<file path="src/rtl/hazard_ctrl.sv">
// hazard_ctrl: pipeline hazard detection and multi-cycle divider sequencing.
//
// Detects load-use hazards against the E1/E2 load destinations and divider
// hazards (MULT/DIV or MFHI/MFLO issued while the divider is occupied), and
// produces the stall/flush controls for F, D and E1. A taken branch in E1
// squashes D and suppresses any stall, since the D instruction is wrong-path.
//
// Optional feature (macro STALL_COUNTER_EN): adds a saturating 32-bit
// StallCount output that counts cycles with StallD asserted.
//
// Ports:
//   Clock, nReset                 clock, synchronous active-low reset
//   MemReadE1/E2, RAddrE1/E2      load present in E1/E2 and its destination
//   RsAddrD, RtAddrD              D-stage source registers
//   UsesRsD, UsesRtD              D-stage instruction really reads Rs/Rt
//   DivStartD                     D-stage MULT/DIV (starts the divider)
//   HiLoReadD                     D-stage MFHI/MFLO
//   BranchTakenE1                 taken branch redirect from E1
//   StallF, StallD, FlushE1       hold PC and D register, bubble into E1
//   FlushD                        squash D instruction
//   DivBusy                       divider occupied (BUSY or DONE)
//   DivDone                       one-cycle pulse, Hi/Lo written this cycle
//   StallCount                    stall cycle counter (STALL_COUNTER_EN only)

module hazard_ctrl #(
   parameter int unsigned DIV_CYCLES = 32
) (
   input  logic       Clock,
   input  logic       nReset,
   input  logic       MemReadE1,
   input  logic       MemReadE2,
   input  logic [4:0] RAddrE1,
   input  logic [4:0] RAddrE2,
   input  logic [4:0] RsAddrD,
   input  logic [4:0] RtAddrD,
   input  logic       UsesRsD,
   input  logic       UsesRtD,
   input  logic       DivStartD,
   input  logic       HiLoReadD,
   input  logic       BranchTakenE1,
   output logic       StallF,
   output logic       StallD,
   output logic       FlushE1,
   output logic       FlushD,
   output logic       DivBusy,
`ifdef STALL_COUNTER_EN
   output logic [31:0] StallCount,
`endif
   output logic       DivDone
);

   localparam int unsigned CntW = (DIV_CYCLES > 1) ? $clog2(DIV_CYCLES) : 1;
   localparam logic [CntW-1:0] CntLoad = CntW'(DIV_CYCLES - 2);

   typedef enum logic [1:0] {StIdle, StBusy, StDone} state_e;

   state_e          state_q, state_d;
   logic [CntW-1:0] cnt_q, cnt_d;
   logic            load_haz_e1, load_haz_e2, load_haz, div_haz, stall;

   // Register 0 is hardwired to zero, so a load targeting it is never a hazard.
   always_comb begin
      load_haz_e1 = MemReadE1 && (RAddrE1 != 5'd0) &&
                    ((UsesRsD && (RAddrE1 == RsAddrD)) || (UsesRtD && (RAddrE1 == RtAddrD)));
      load_haz_e2 = MemReadE2 && (RAddrE2 != 5'd0) &&
                    ((UsesRsD && (RAddrE2 == RsAddrD)) || (UsesRtD && (RAddrE2 == RtAddrD)));
      load_haz    = load_haz_e1 || load_haz_e2;
      div_haz     = (state_q != StIdle) && (HiLoReadD || DivStartD);
      stall       = (load_haz || div_haz) && !BranchTakenE1;
   end

   assign StallF  = stall;
   assign StallD  = stall;
   assign FlushE1 = stall;
   assign FlushD  = BranchTakenE1;
   assign DivBusy = (state_q != StIdle);
   assign DivDone = (state_q == StDone);

   // Next-state logic. The divide keeps running regardless of stalls or
   // branches: it was issued ahead of anything now in D or E1.
   always_comb begin
      state_d = state_q;
      cnt_d   = cnt_q;
      unique case (state_q)
         StIdle: begin
            if (DivStartD && !stall && !BranchTakenE1) begin
               state_d = StBusy;
               cnt_d   = CntLoad;
            end
         end
         StBusy: begin
            if (cnt_q == '0) begin
               state_d = StDone;
            end else begin
               cnt_d = cnt_q - 1'b1;
            end
         end
         StDone: begin
            state_d = StIdle;
         end
         default: begin
            state_d = StIdle;
            cnt_d   = '0;
         end
      endcase
   end

   always_ff @(posedge Clock) begin
      if (!nReset) begin
         state_q <= StIdle;
         cnt_q   <= '0;
      end else begin
         state_q <= state_d;
         cnt_q   <= cnt_d;
      end
   end

`ifdef STALL_COUNTER_EN
   logic [31:0] stall_count_q;

   always_ff @(posedge Clock) begin
      if (!nReset) begin
         stall_count_q <= '0;
      end else if (stall && (stall_count_q != 32'hFFFF_FFFF)) begin
         stall_count_q <= stall_count_q + 32'd1;
      end
   end

   assign StallCount = stall_count_q;
`endif

endmodule

</file>
<file path="config.mk">
export PLATFORM = sky130hd
export DESIGN_NAME = hazard_ctrl
export DESIGN_NICKNAME = d
export VERILOG_FILES = /design/src/rtl/hazard_ctrl.sv
export SDC_FILE = /design/constraint.sdc
export NUM_CORES = 1
export LEC_CHECK = 0
export ABC_AREA = 1
export CAP_MARGIN = 15
export CORE_UTILIZATION = 40
export CTS_CLUSTER_SIZE = 28
export DETAILED_ROUTE_END_ITERATION = 8
export PLACE_DENSITY = 0.72
export SETUP_SLACK_MARGIN = 0.2
export SYNTH_ARGS = -nofsm -noshare
export SYNTH_HDL_FRONTEND = slang
export SYNTH_SLANG_ARGS = --single-unit
</file>
<file path="constraint.sdc">
create_clock -name Clock -period 1.6 [get_ports Clock]
set_clock_uncertainty 0.05 [all_clocks]
set_input_delay 0.32 -clock Clock [delete_from_list [all_inputs] [get_ports Clock]]
set_output_delay 0.32 -clock Clock [all_outputs]
set_load 0.05 [all_outputs]
</file>
==> summary.md, run 1 <==
| Metric | Value |
|---|---|
| CTS tree | `yes` |
| GRT Util Overall | `0.271` |
| Yosys reg bits | `7` |
| Placed inst area | `1410 um^2` |
| Final Util | `0.867` |
| Die Ht | `48.2 um` |
| Tmin final | `approximately 1900 ps` |
| Sequential fraction of the synthesis area | `0.164` |
| PwrDens | `596 nW/um^2` |
| F_max | `~0.54 GHz` |
| Slew @ Worst Pin | `289 ps` |
| Top FF cell, synth | `dfxtp_1` |
| Final WL | `3.50 mm` |
| Starting density of the core | `0.431` |
| Die area | `2320 um^2` |
| # DRC | `0` |
| Final WS setup | `-261 ps` |
| Worst path bufs/invs | `4` |
| Total CTS buffers | `3` |
| Port Buffers | `34` |
| Synthesized area per cell | `5.27 um^2` |
| Distinct cells, synth | `22` |
| P_leak | `between 0.0008 and 0.0009 uW` |
| FP Rows | `16` |
| Max IR drop VDD | `between 600 and 700 uV` |
| Worst-path fanout max | `4` |
| Core Footprint | `~2000 um^2` |
| Final period util | `1.16` |
| Setup Crit Path Kind | `input port to output port` |
| Highest cell delay on the worst timing path | `approximately 230 ps` |
| Via count | `approximately 1300` |
| GR Util met1 | `0.347` |
| Critical Path AT | `1490 ps` |
| TritonRoute pass-1 iters | `4` |
| Initial antenna violation count | `0` |
| Area contributors post-synth | `nand2_1 26%, dfxtp_1 16%, nor2_1 10%, inv_1 9.7%, o21ai_0 4.7%` |
| Yosys warns | `0` |
| Clock share of power | `0.164` |
| Area growth, synth to finish | `101%` |
| Flop2flop setup slack | `0 ps` |
| Largest area contributor in the netlist | `nand2_1` |
| Critical Path Most Common Cell | `nand2_2` |
| # fillers | `between 100 and 150` |
| Post-Synthesis Cells | `~160` |
| Run status | `complete, but fails checks` |
| Busiest grt layer | `met2` |
| CP endpoint kind | `output port` |
| Cells after DPL | `between 200 and 250` |
| Violation count after the first detailed-route iteration | `92` |
| Net Sw Power | `442 uW` |
| Post-synth EDFFs | `0` |
| CP top delay family | `simple AND/OR/NAND/NOR gates` |
| HP Class | `register to register` |
| Commonest cells after routing, fill and taps aside | `36 x nand2_1, 24 x nand2_2, 20 x buf_6, 15 x nor2_1, 13 x buf_4` |
| CP cell instances | `buf_8 > inv_8 > nand2_2 > o21ai_1 > nor2_1 > nand3_1 > nand2_1 > nand2_2 > a31o_4 > clkinvlp_4 > buf_12` |
| Clock sinks | `7` |
| Gr ovfl total | `0` |
| First-pass GRT wire length | `4.40 mm` |
| Final RePlAce weighted congestion | `0.809` |
| Clock Tree Buf Depth | `2` |
| Clk slew on worst S/H paths | `50 ps` |
| Mapped cell area | `853 um^2` |
| Met2 GRT Util | `0.477` |
| Startpoint types | `input port` |
| Sw Share | `0.431` |
| Die width | `48.2 um` |
| Logic pwr share | `0.621` |
| Hold Buf Count CTS | `0` |
| Final setup vio count | `8` |
| Largest net degree at the start of global routing | `7` |
| Failing checks | `setup timing` |
| Layout Nets | `around 250` |
| Post-synth ARST share | `0` |
| ANT nets after route | `0` |
| Maxcap violations | `0` |
| H-tree depth | `1` |
| CTS root buf | `clkbuf_4` |
| Area share of the largest cell type after synthesis | `0.260` |
| Syn nets | `192` |
| Fin. max-slew vios | `0` |
| Worst EP required | `about 1200 ps` |
| Average wire per standard cell | `14.4 um` |
| Cell internal pwr | `583 uW` |
| Flop pwr share | `0.215` |
| Final instance area | `1720 um^2` |
| Clk_lat worst skew | `260 ps` |
| Commonest non-fill, non-tap cell in the layout | `nand2_1` |
| Top Ports | `35` |
| Vias in the first global route | `around 1000` |
| Non-filler cells, final | `243` |
| Critical path's slowest cell | `a31o_4` |
| Share of layout cells above drive strength 1 | `0.583` |
| Relative slew slack | `0.807` |
| ANT cells | `0` |
| Met3 Track Usage GR | `0.0259` |
| Unrepaired setup endpoints after global routing | `yes` |
| Via/cell ratio | `5.25` |
| DPL Wire Length | `1.98 mm` |
| Final Hold Viols | `0` |
[Yosys cell counts, types with 2 or more instances]
master and count:
o21ai_0 8, nand2_2 3, nand3_1 7, nor2_2 4, buf_4 3, dfxtp_1 7, o21ai_1 4, inv_1 22
inv_2 6, a21oi_1 4, nand4_1 2, nor2_1 23, a31oi_1 2, nand2_1 59
[registers in the layout, summed over array words and instances (netlist names)]
name	flops
state_q	2
cnt_q	5
[logic make-up after synthesis]
family / after synthesis / share of synthesized area
AO/OA/AOI/OAI: 20 / 0.129
adder cells (fa/ha/maj): 1 / 0.0147
buffers and inverters: 31 / 0.150
AND/OR/NAND/NOR: 103 / 0.543
flip-flops: 7 / 0.164
[power by group through the flow]
stage / Combinational, uW / Sequential (uW) / Clock (uW)
CTS: 549 / 215 / 174
detailed placement: 475 / 215 / 0
global route: 675 / 221 / 179
global placement: 464 / 214 / 0
finish: 636 / 220 / 168
floorplan: 282 / 216 / 0
[metal layers]
metal  vias to the layer above  part of all wire  routed length, um
met2                        67              0.55               1930
met1                       591              0.37               1310
met4                         0            0.0066                 23
met5                         -                 0                  0
met3                         6             0.068                237
li1                        612                 -                  -
[path summary, 6_finish.rpt]
| check | start | end | depth (start not counted) |
|---|---|---|---|
| min reg2reg | cnt_q[0]$_SDFFE_PN0P_ | cnt_q[0]$_SDFFE_PN0P_ | 2 |
| max | RAddrE2[1] | StallF | 11 |
| min | cnt_q[0]$_SDFFE_PN0P_ | cnt_q[0]$_SDFFE_PN0P_ | 2 |
| max reg2reg | cnt_q[1]$_SDFFE_PN0P_ | cnt_q[4]$_SDFFE_PN0P_ | 10 |
[what timing repair did]
| item | in CTS | in global routing |
|---|---|---|
| pin swaps | 35 | 33 |
| setup buffers | 8 | 2 |
| setup endpoints to repair | 11 | 11 |
| resized for setup | 151 | 47 |
[tightest hold or removal path: stages, from the launching register on]
cell	delay (ps)
dfxtp_1	370
nor2_2	60
nor2_2	70
[through the flow]
step	hold WS, ps	TNS [ps]	setup slack [ps]	power [uW]
after floorplan	391	-341	-171	498
after global placement	427	-4720	-702	679
after detailed placement	442	-4890	-728	690
after CTS	440	-678	-180	938
after global routing	503	-2230	-307	1080
final	484	-1640	-261	1020
[final cells by class]
type / count / area, um^2 / area share
clock buffers: 4 / 26.3 / 0.0153
flip-flops and latches: 7 / 141 / 0.0823
well taps: 27 / 33.8 / 0.0197
multi-input cells: 124 / 758 / 0.441
repair buffers: 53 / 597 / 0.347
inverters: 28 / 161 / 0.0940
(Power assumes the default switching activity.)
==> inputs of run 2 (changes only) <==
--- a/config.mk
+++ b/config.mk
@@ -8,8 +8,10 @@
 export ABC_AREA = 1
 export CAP_MARGIN = 15
 export CORE_UTILIZATION = 40
+export CTS_CLUSTER_DIAMETER = 60
 export CTS_CLUSTER_SIZE = 28
 export DETAILED_ROUTE_END_ITERATION = 8
+export GPL_TIMING_DRIVEN = 0
 export PLACE_DENSITY = 0.72
 export SETUP_SLACK_MARGIN = 0.2
 export SYNTH_ARGS = -nofsm -noshare
==> run 2 against run 1 <==
  * The flow still finishes with violations (setup timing)
  * Register-to-register slack improved by 120 ps
  * Cell count unchanged
  * Non-clock buffer count unchanged
  * Total power decreased by 1.3%
  * Sequential cell count unchanged
  * Sequential power increased by 2%
  * Critical path depth increased by 1
  * Sequential share of layout area increased by 0.97 points
  * Global-route usage decreased by 2.8 points
==> summary.md, run 2 (synthesis results as in run 1) <==
| Metric | Value |
|---|---|
| Run status | `complete, but fails checks (unchanged)` |
| Failing checks | `setup timing (unchanged)` |
| Unrepaired setup endpoints after global routing | `yes (unchanged)` |
| Final WS setup | `-250 ps (was -261 ps)` |
| Via count | `1183 (was 1276)` |
| Fin. max-slew vios | `0 (unchanged)` |
| Worst path bufs/invs | `5 (was 4)` |
| Die area | `2320 um^2 (unchanged)` |
| Final WL | `3.01 mm (was 3.50 mm)` |
| TritonRoute pass-1 iters | `4 (unchanged)` |
| Clock sinks | `7 (unchanged)` |
| CP cell instances | `buf_6 > inv_12 > nand2_2 > o21ai_1 > nor2_1 > nand3_1 > nand2_1 > nand2_2 > a31o_4 > clkinvlp_4 > buf_8 > buf_8 (was buf_8 > inv_8 > nand2_2 > o21ai_1 > nor2_1 > nand3_1 > nand2_1 > nand2_2 > a31o_4 > clkinvlp_4 > buf_12)` |
| CTS tree | `yes (unchanged)` |
| First-pass GRT wire length | `4.01 mm (was 4.40 mm)` |
| Clock Tree Buf Depth | `2 (unchanged)` |
| Met2 GRT Util | `0.416 (was 0.477)` |
| Violation count after the first detailed-route iteration | `29 (was 92)` |
| Placed inst area | `1320 um^2 (was 1410 um^2)` |
| Tmin final | `1850 ps (was 1860 ps)` |
| # DRC | `0 (unchanged)` |
| CTS root buf | `clkbuf_4 (unchanged)` |
| Top reg by flops | `cnt_q (unchanged)` |
| Final RePlAce weighted congestion | `0.833 (was 0.809)` |
| CP top delay family | `buffers and inverters (was simple AND/OR/NAND/NOR gates)` |
| Commonest cells after routing, fill and taps aside | `38 x nand2_1, 21 x nand2_2, 19 x buf_4, 15 x nor2_1, 13 x buf_6 (was 36 x nand2_1, 24 x nand2_2, 20 x buf_6, 15 x nor2_1, 13 x buf_4)` |
| DPL Wire Length | `1.93 mm (was 1.98 mm)` |
| Via/cell ratio | `4.87 (was 5.25)` |
| Largest register FFs | `5 (unchanged)` |
| Final instance area | `1630 um^2 (was 1720 um^2)` |
| Die width | `48.2 um (unchanged)` |
| Worst-path fanout max | `5 (was 4)` |
| Critical Path AT | `1480 ps (was 1490 ps)` |
| FP Rows | `16 (unchanged)` |
| Gr ovfl total | `0 (unchanged)` |
| Max IR drop VDD | `644 uV (was 682 uV)` |
| Commonest non-fill, non-tap cell in the layout | `nand2_1 (unchanged)` |
| Busiest grt layer | `met2 (unchanged)` |
| Startpoint types | `input port (unchanged)` |
| Final period util | `1.16 (about the same)` |
| GRT Util Overall | `0.243 (was 0.271)` |
| Worst EP required | `1230 ps (about the same)` |
| P_leak | `0.000810 uW (was 0.000837 uW)` |
| GR Util met1 | `0.345 (was 0.347)` |
| PwrDens | `619 nW/um^2 (was 596 nW/um^2)` |
| Port Buffers | `34 (unchanged)` |
| Core Footprint | `1980 um^2 (unchanged)` |
| Final setup vio count | `3 (was 8)` |
| Final Hold Viols | `0 (unchanged)` |
| Setup TNS | `-723 ps (was -1640 ps)` |
| Maxcap violations | `0 (unchanged)` |
| Total CTS buffers | `3 (unchanged)` |
| Setup Crit Path Kind | `input port to output port (unchanged)` |
| ANT nets after route | `0 (unchanged)` |
| Largest net degree at the start of global routing | `7 (unchanged)` |
| Die Ht | `48.2 um (unchanged)` |
| Layout Nets | `247 (unchanged)` |
| Area growth, synth to finish | `91.2% (was 101%)` |
| Hold Buf Count CTS | `0 (unchanged)` |
| Top Ports | `35 (unchanged)` |
| Top Registers | `cnt_q x5, state_q x2 (unchanged)` |
| HP Class | `register to register (unchanged)` |
| Met3 Track Usage GR | `0.0222 (was 0.0259)` |
| # fillers | `117 (was 101)` |
| Clk_lat worst skew | `250 ps (was 260 ps)` |
| Clk slew on worst S/H paths | `50 ps (about the same)` |
| Starting density of the core | `0.431 (unchanged)` |
| F_max | `0.540 GHz (was 0.537 GHz)` |
| Flop2flop setup slack | `120 ps (was 0 ps)` |
| Vias in the first global route | `914 (was 1044)` |
| Critical path's slowest cell | `a31o_4 (unchanged)` |
| Share of layout cells above drive strength 1 | `0.579 (was 0.583)` |
| Initial antenna violation count | `0 (unchanged)` |
| Average wire per standard cell | `12.4 um (was 14.4 um)` |
| ANT cells | `0 (unchanged)` |
| Slew @ Worst Pin | `302 ps (was 289 ps)` |
| CP endpoint kind | `output port (unchanged)` |
| H-tree depth | `1 (unchanged)` |
| Highest cell delay on the worst timing path | `230 ps (about the same)` |
| Relative slew slack | `0.798 (was 0.807)` |
[run 2: cell count changes in the layout (fill, tap and decap cells not counted), sizes merged]
cell	change
clkbuf	+1
buf	-1
[run 2: worst reg2reg max path: stages, from the launching register on]
cell	delay (ps)
dfxtp_2	330
inv_2	80
ha_4	150
nand2_4	60
nor2_4	80
nand2_2	70
o21ai_4	240
nand2_4	130
nand2_2	110
nand2_2	60
nor2_2	80
[run 2: through the flow]
stage,total power (uW),setup slack [ps],hold slack (ps),utilization,instances
2_1_floorplan,498,-171,391,-,162
3_3_place_gp,643,-1470,426,0.665,223
3_5_place_dp,654,-1490,435,0.665,223
4_1_cts,908,-220,445,0.730,235
5_1_grt,1070,-316,508,0.823,243
6_report,1010,-250,494,0.823,243
[run 2: report_power, final]
part / internal, uW / switching, uW / total [uW]
clock: 95.4 / 69.1 / 165
sequential: 199 / 24.8 / 224
combinational: 293 / 329 / 622
total: 588 / 423 / 1010
[run 2: path summary, 6_finish.rpt]
| path | start | to | cells after the start |
|---|---|---|---|
| worst max-delay path | RAddrE2[0] | StallF | 12 |
| worst min-delay path | state_q[0]$_SDFFE_PN0P_ | state_q[1]$_SDFFE_PN0P_ | 2 |
| worst max register to register | cnt_q[0]$_SDFFE_PN0P_ | cnt_q[0]$_SDFFE_PN0P_ | 10 |
| worst min register to register | state_q[0]$_SDFFE_PN0P_ | state_q[1]$_SDFFE_PN0P_ | 2 |
[run 2: per-layer routing]
layer | up-vias | routed length (um)
met1 | 531 | 1370
met5 | - | 0
met2 | 35 | 1470
met4 | 0 | 22
li1 | 613 | -
met3 | 4 | 149
[run 2: cell type report]
class	instances	area, um^2	share of cell area
inverters	28	156	0.0959
plain buffers	3	37.5	0.0230
multi-input cells	124	752	0.461
flip-flops and latches	7	150	0.0920
repair buffers	50	475	0.291
well taps	27	33.8	0.0207
clock buffers	4	26.3	0.0161
[run 2: repair_timing]
action                                  CTS  global route
pin swaps                                30            34
endpoints found under the setup margin   12            10
gates resized for setup                 182            45
buffers inserted                          8             8
cloned                                    0             0
==> inputs of run 3 (changes only) <==
--- a/config.mk
+++ b/config.mk
@@ -7,6 +7,7 @@
 export LEC_CHECK = 0
 export ABC_AREA = 1
 export CAP_MARGIN = 15
+export CORE_MARGIN = 4
 export CORE_UTILIZATION = 40
 export CTS_CLUSTER_DIAMETER = 60
 export CTS_CLUSTER_SIZE = 28
==> run 3 against run 2 <==
  * Cell count shrank 1.6%
  * Routed wire length fell by 2.8%
  * Largest cell class unchanged
  * The run still ends with setup timing left
  * Sequential cell count unchanged
  * Total power is 9.0% lower
  * Maximum frequency grew 2.1%
  * Utilization decreased by 3.7 points
  * First-iteration DRC count down 41%
==> summary.md, run 3 (synthesis results as in run 1) <==
| Metric | Value |
|---|---|
| Run status | `complete, but fails checks (unchanged)` |
| Failing checks | `setup timing (unchanged)` |
| Commonest non-fill, non-tap cell in the layout | `nand2_1 (unchanged)` |
| Worst-path fanout max | `4 (was 5)` |
| Final WL | `2.93 mm (was 3.01 mm)` |
| ANT nets after route | `0 (unchanged)` |
| Largest register FFs | `5 (unchanged)` |
| R2R Path End | `cnt_q[1]$_SDFFE_PN0P_ (was cnt_q[0]$_SDFFE_PN0P_)` |
| Worst Hold End | `state_q[1]$_SDFFE_PN0P_ (unchanged)` |
| Commonest cells after routing, fill and taps aside | `44 x nand2_1, 17 x nand2_2, 16 x nor2_1, 16 x buf_6, 12 x inv_2 (was 38 x nand2_1, 21 x nand2_2, 19 x buf_4, 15 x nor2_1, 13 x buf_6)` |
| Fin. max-slew vios | `0 (unchanged)` |
| Cells after DPL | `223 (unchanged)` |
| Non-filler cells, final | `239 (was 243)` |
| Port Buffers | `34 (unchanged)` |
| Final RePlAce weighted congestion | `0.852 (was 0.833)` |
| Final period util | `1.13 (was 1.16)` |
| Via count | `1167 (was 1183)` |
| TritonRoute pass-1 iters | `4 (unchanged)` |
| Core Footprint | `2000 um^2 (was 1980 um^2)` |
| ANT cells | `0 (unchanged)` |
| CP endpoint kind | `output port (unchanged)` |
| Worst EP required | `1230 ps (about the same)` |
| Clock share of power | `0.184 (was 0.163)` |
| Area growth, synth to finish | `84.5% (was 91.2%)` |
| Clock Tree Buf Depth | `2 (unchanged)` |
| Setup TNS | `-922 ps (was -723 ps)` |
| Clock sinks | `7 (unchanged)` |
| Final WS setup | `-213 ps (was -250 ps)` |
| P_leak | `0.000793 uW (was 0.000810 uW)` |
| Initial antenna violation count | `0 (unchanged)` |
| Total CTS buffers | `3 (unchanged)` |
| F_max | `0.552 GHz (was 0.540 GHz)` |
| R2R depth | `10 (unchanged)` |
| Final Util | `0.786 (was 0.823)` |
| Max IR drop VDD | `691 uV (was 644 uV)` |
| Cell internal pwr | `530 uW (was 588 uW)` |
| Average wire per standard cell | `12.2 um (was 12.4 um)` |
| Vias in the first global route | `1121 (was 914)` |
| Sw Share | `0.424 (was 0.418)` |
| Largest net degree at the start of global routing | `7 (unchanged)` |
| FF-to-FF Start | `cnt_q[0]$_SDFFE_PN0P_ (unchanged)` |
| Relative slew slack | `0.804 (was 0.798)` |
| First-pass GRT wire length | `4.71 mm (was 4.01 mm)` |
| Gr ovfl total | `0 (unchanged)` |
| Hold path startpoint | `state_q[1]$_SDFFE_PN0P_ (was state_q[0]$_SDFFE_PN0P_)` |
| CTS tree | `yes (unchanged)` |
| Net Sw Power | `390 uW (was 423 uW)` |
| Maxcap violations | `0 (unchanged)` |
| Tmin final | `1810 ps (was 1850 ps)` |
| H-tree depth | `1 (unchanged)` |
| GRT Util Overall | `0.223 (was 0.243)` |
| # DRC | `0 (unchanged)` |
| Top Ports | `35 (unchanged)` |
| Starting density of the core | `0.426 (was 0.431)` |
| FP Rows | `16 (unchanged)` |
| Share of layout cells above drive strength 1 | `0.514 (was 0.579)` |
| Final setup vio count | `8 (was 3)` |
| PwrDens | `585 nW/um^2 (was 619 nW/um^2)` |
| Die area | `2940 um^2 (was 2320 um^2)` |
| Clk slew on worst S/H paths | `50 ps (about the same)` |
| Critical Path AT | `1440 ps (was 1480 ps)` |
| Flop2flop setup slack | `0 ps (was 120 ps)` |
| Layout Nets | `243 (was 247)` |
| DPL Wire Length | `2.01 mm (was 1.93 mm)` |
| Logic pwr share | `0.580 (was 0.616)` |
| Final Hold Viols | `0 (unchanged)` |
| HP Class | `register to register (unchanged)` |
| Final Hold Slack | `439 ps (was 494 ps)` |
| Top Registers | `cnt_q x5, state_q x2 (unchanged)` |
| Top reg by flops | `cnt_q (unchanged)` |
| Hold Buf Count CTS | `0 (unchanged)` |
| Clk_lat worst skew | `260 ps (was 250 ps)` |
| Die width | `54.2 um (was 48.2 um)` |
| Slew @ Worst Pin | `293 ps (was 302 ps)` |
| Startpoint types | `input port (unchanged)` |
| Unrepaired setup endpoints after global routing | `yes (unchanged)` |
| Die Ht | `54.2 um (was 48.2 um)` |
| CTS root buf | `clkbuf_4 (unchanged)` |
| Via/cell ratio | `4.88 (was 4.87)` |
| Hold depth | `1 (was 2)` |
| Violation count after the first detailed-route iteration | `17 (was 29)` |
| Flop pwr share | `0.236 (was 0.222)` |
| Setup Crit Path Kind | `input port to output port (unchanged)` |
## run 3: area by class of cell
cell class / count / area [um^2]
plain buffers: 3 / 37.5
clock buffers: 4 / 26.3
fillers: 160 / 428
inverters: 28 / 151
multi-input cells: 124 / 708
flip-flops and latches: 7 / 148
well taps: 27 / 33.8
repair buffers: 46 / 469
## run 3: worst max path at each step
stage                    start     end  slack (ps)
finish              RAddrE2[1]  StallF        -210
global route        RAddrE2[1]  StallD        -290
floorplan           RAddrE2[0]  StallD        -170
CTS                 RsAddrD[4]  StallD        -210
global placement    RtAddrD[2]  StallD       -1440
detailed placement  RtAddrD[2]  StallD       -1440
## run 3: worst max-delay path, cell delays in order
cell and delay (ps):
buf_8 80, inv_6 40, nand2_2 40, o21ai_1 50
nor2_1 110, nand3_1 80, nand2_1 80, nand2_2 70
a31o_4 230, clkinvlp_4 100, buf_8 100, buf_8 130
## run 3: routing by layer
metal  global-route usage  vias up  routed length, um
li1                     -      604                  -
met1                0.265      521               1280
met2                0.373       36               1440
met3               0.0693        6                171
met4               0.0830        0                 36
met5                    0        -                  0
## run 3: stage by stage
| step | total power, uW | setup WS (ps) | instance area [um^2] |
|---|---|---|---|
| 3_5_place_dp | 655 | -1440 | 1320 |
| 4_1_cts | 864 | -205 | 1470 |
| 6_report | 920 | -213 | 1570 |
| 2_1_floorplan | 498 | -171 | 945 |
| 3_3_place_gp | 644 | -1440 | 1320 |
| 5_1_grt | 987 | -287 | 1570 |
## run 3: repair_timing
| item | 4_1_cts | 5_1_grt |
|---|---|---|
| pin swaps | 25 | 22 |
| setup endpoints to repair | 12 | 11 |
| cloned | 0 | 0 |
| resized for setup | 185 | 30 |
| buffers inserted | 9 | 3 |
## run 3: power groups by stage
stage	Clock, uW	Combinational (uW)	Sequential (uW)
CTS	169	479	216
detailed placement	0	434	221
global placement	0	424	220
floorplan	0	282	216
finish	169	534	217
global route	187	580	220
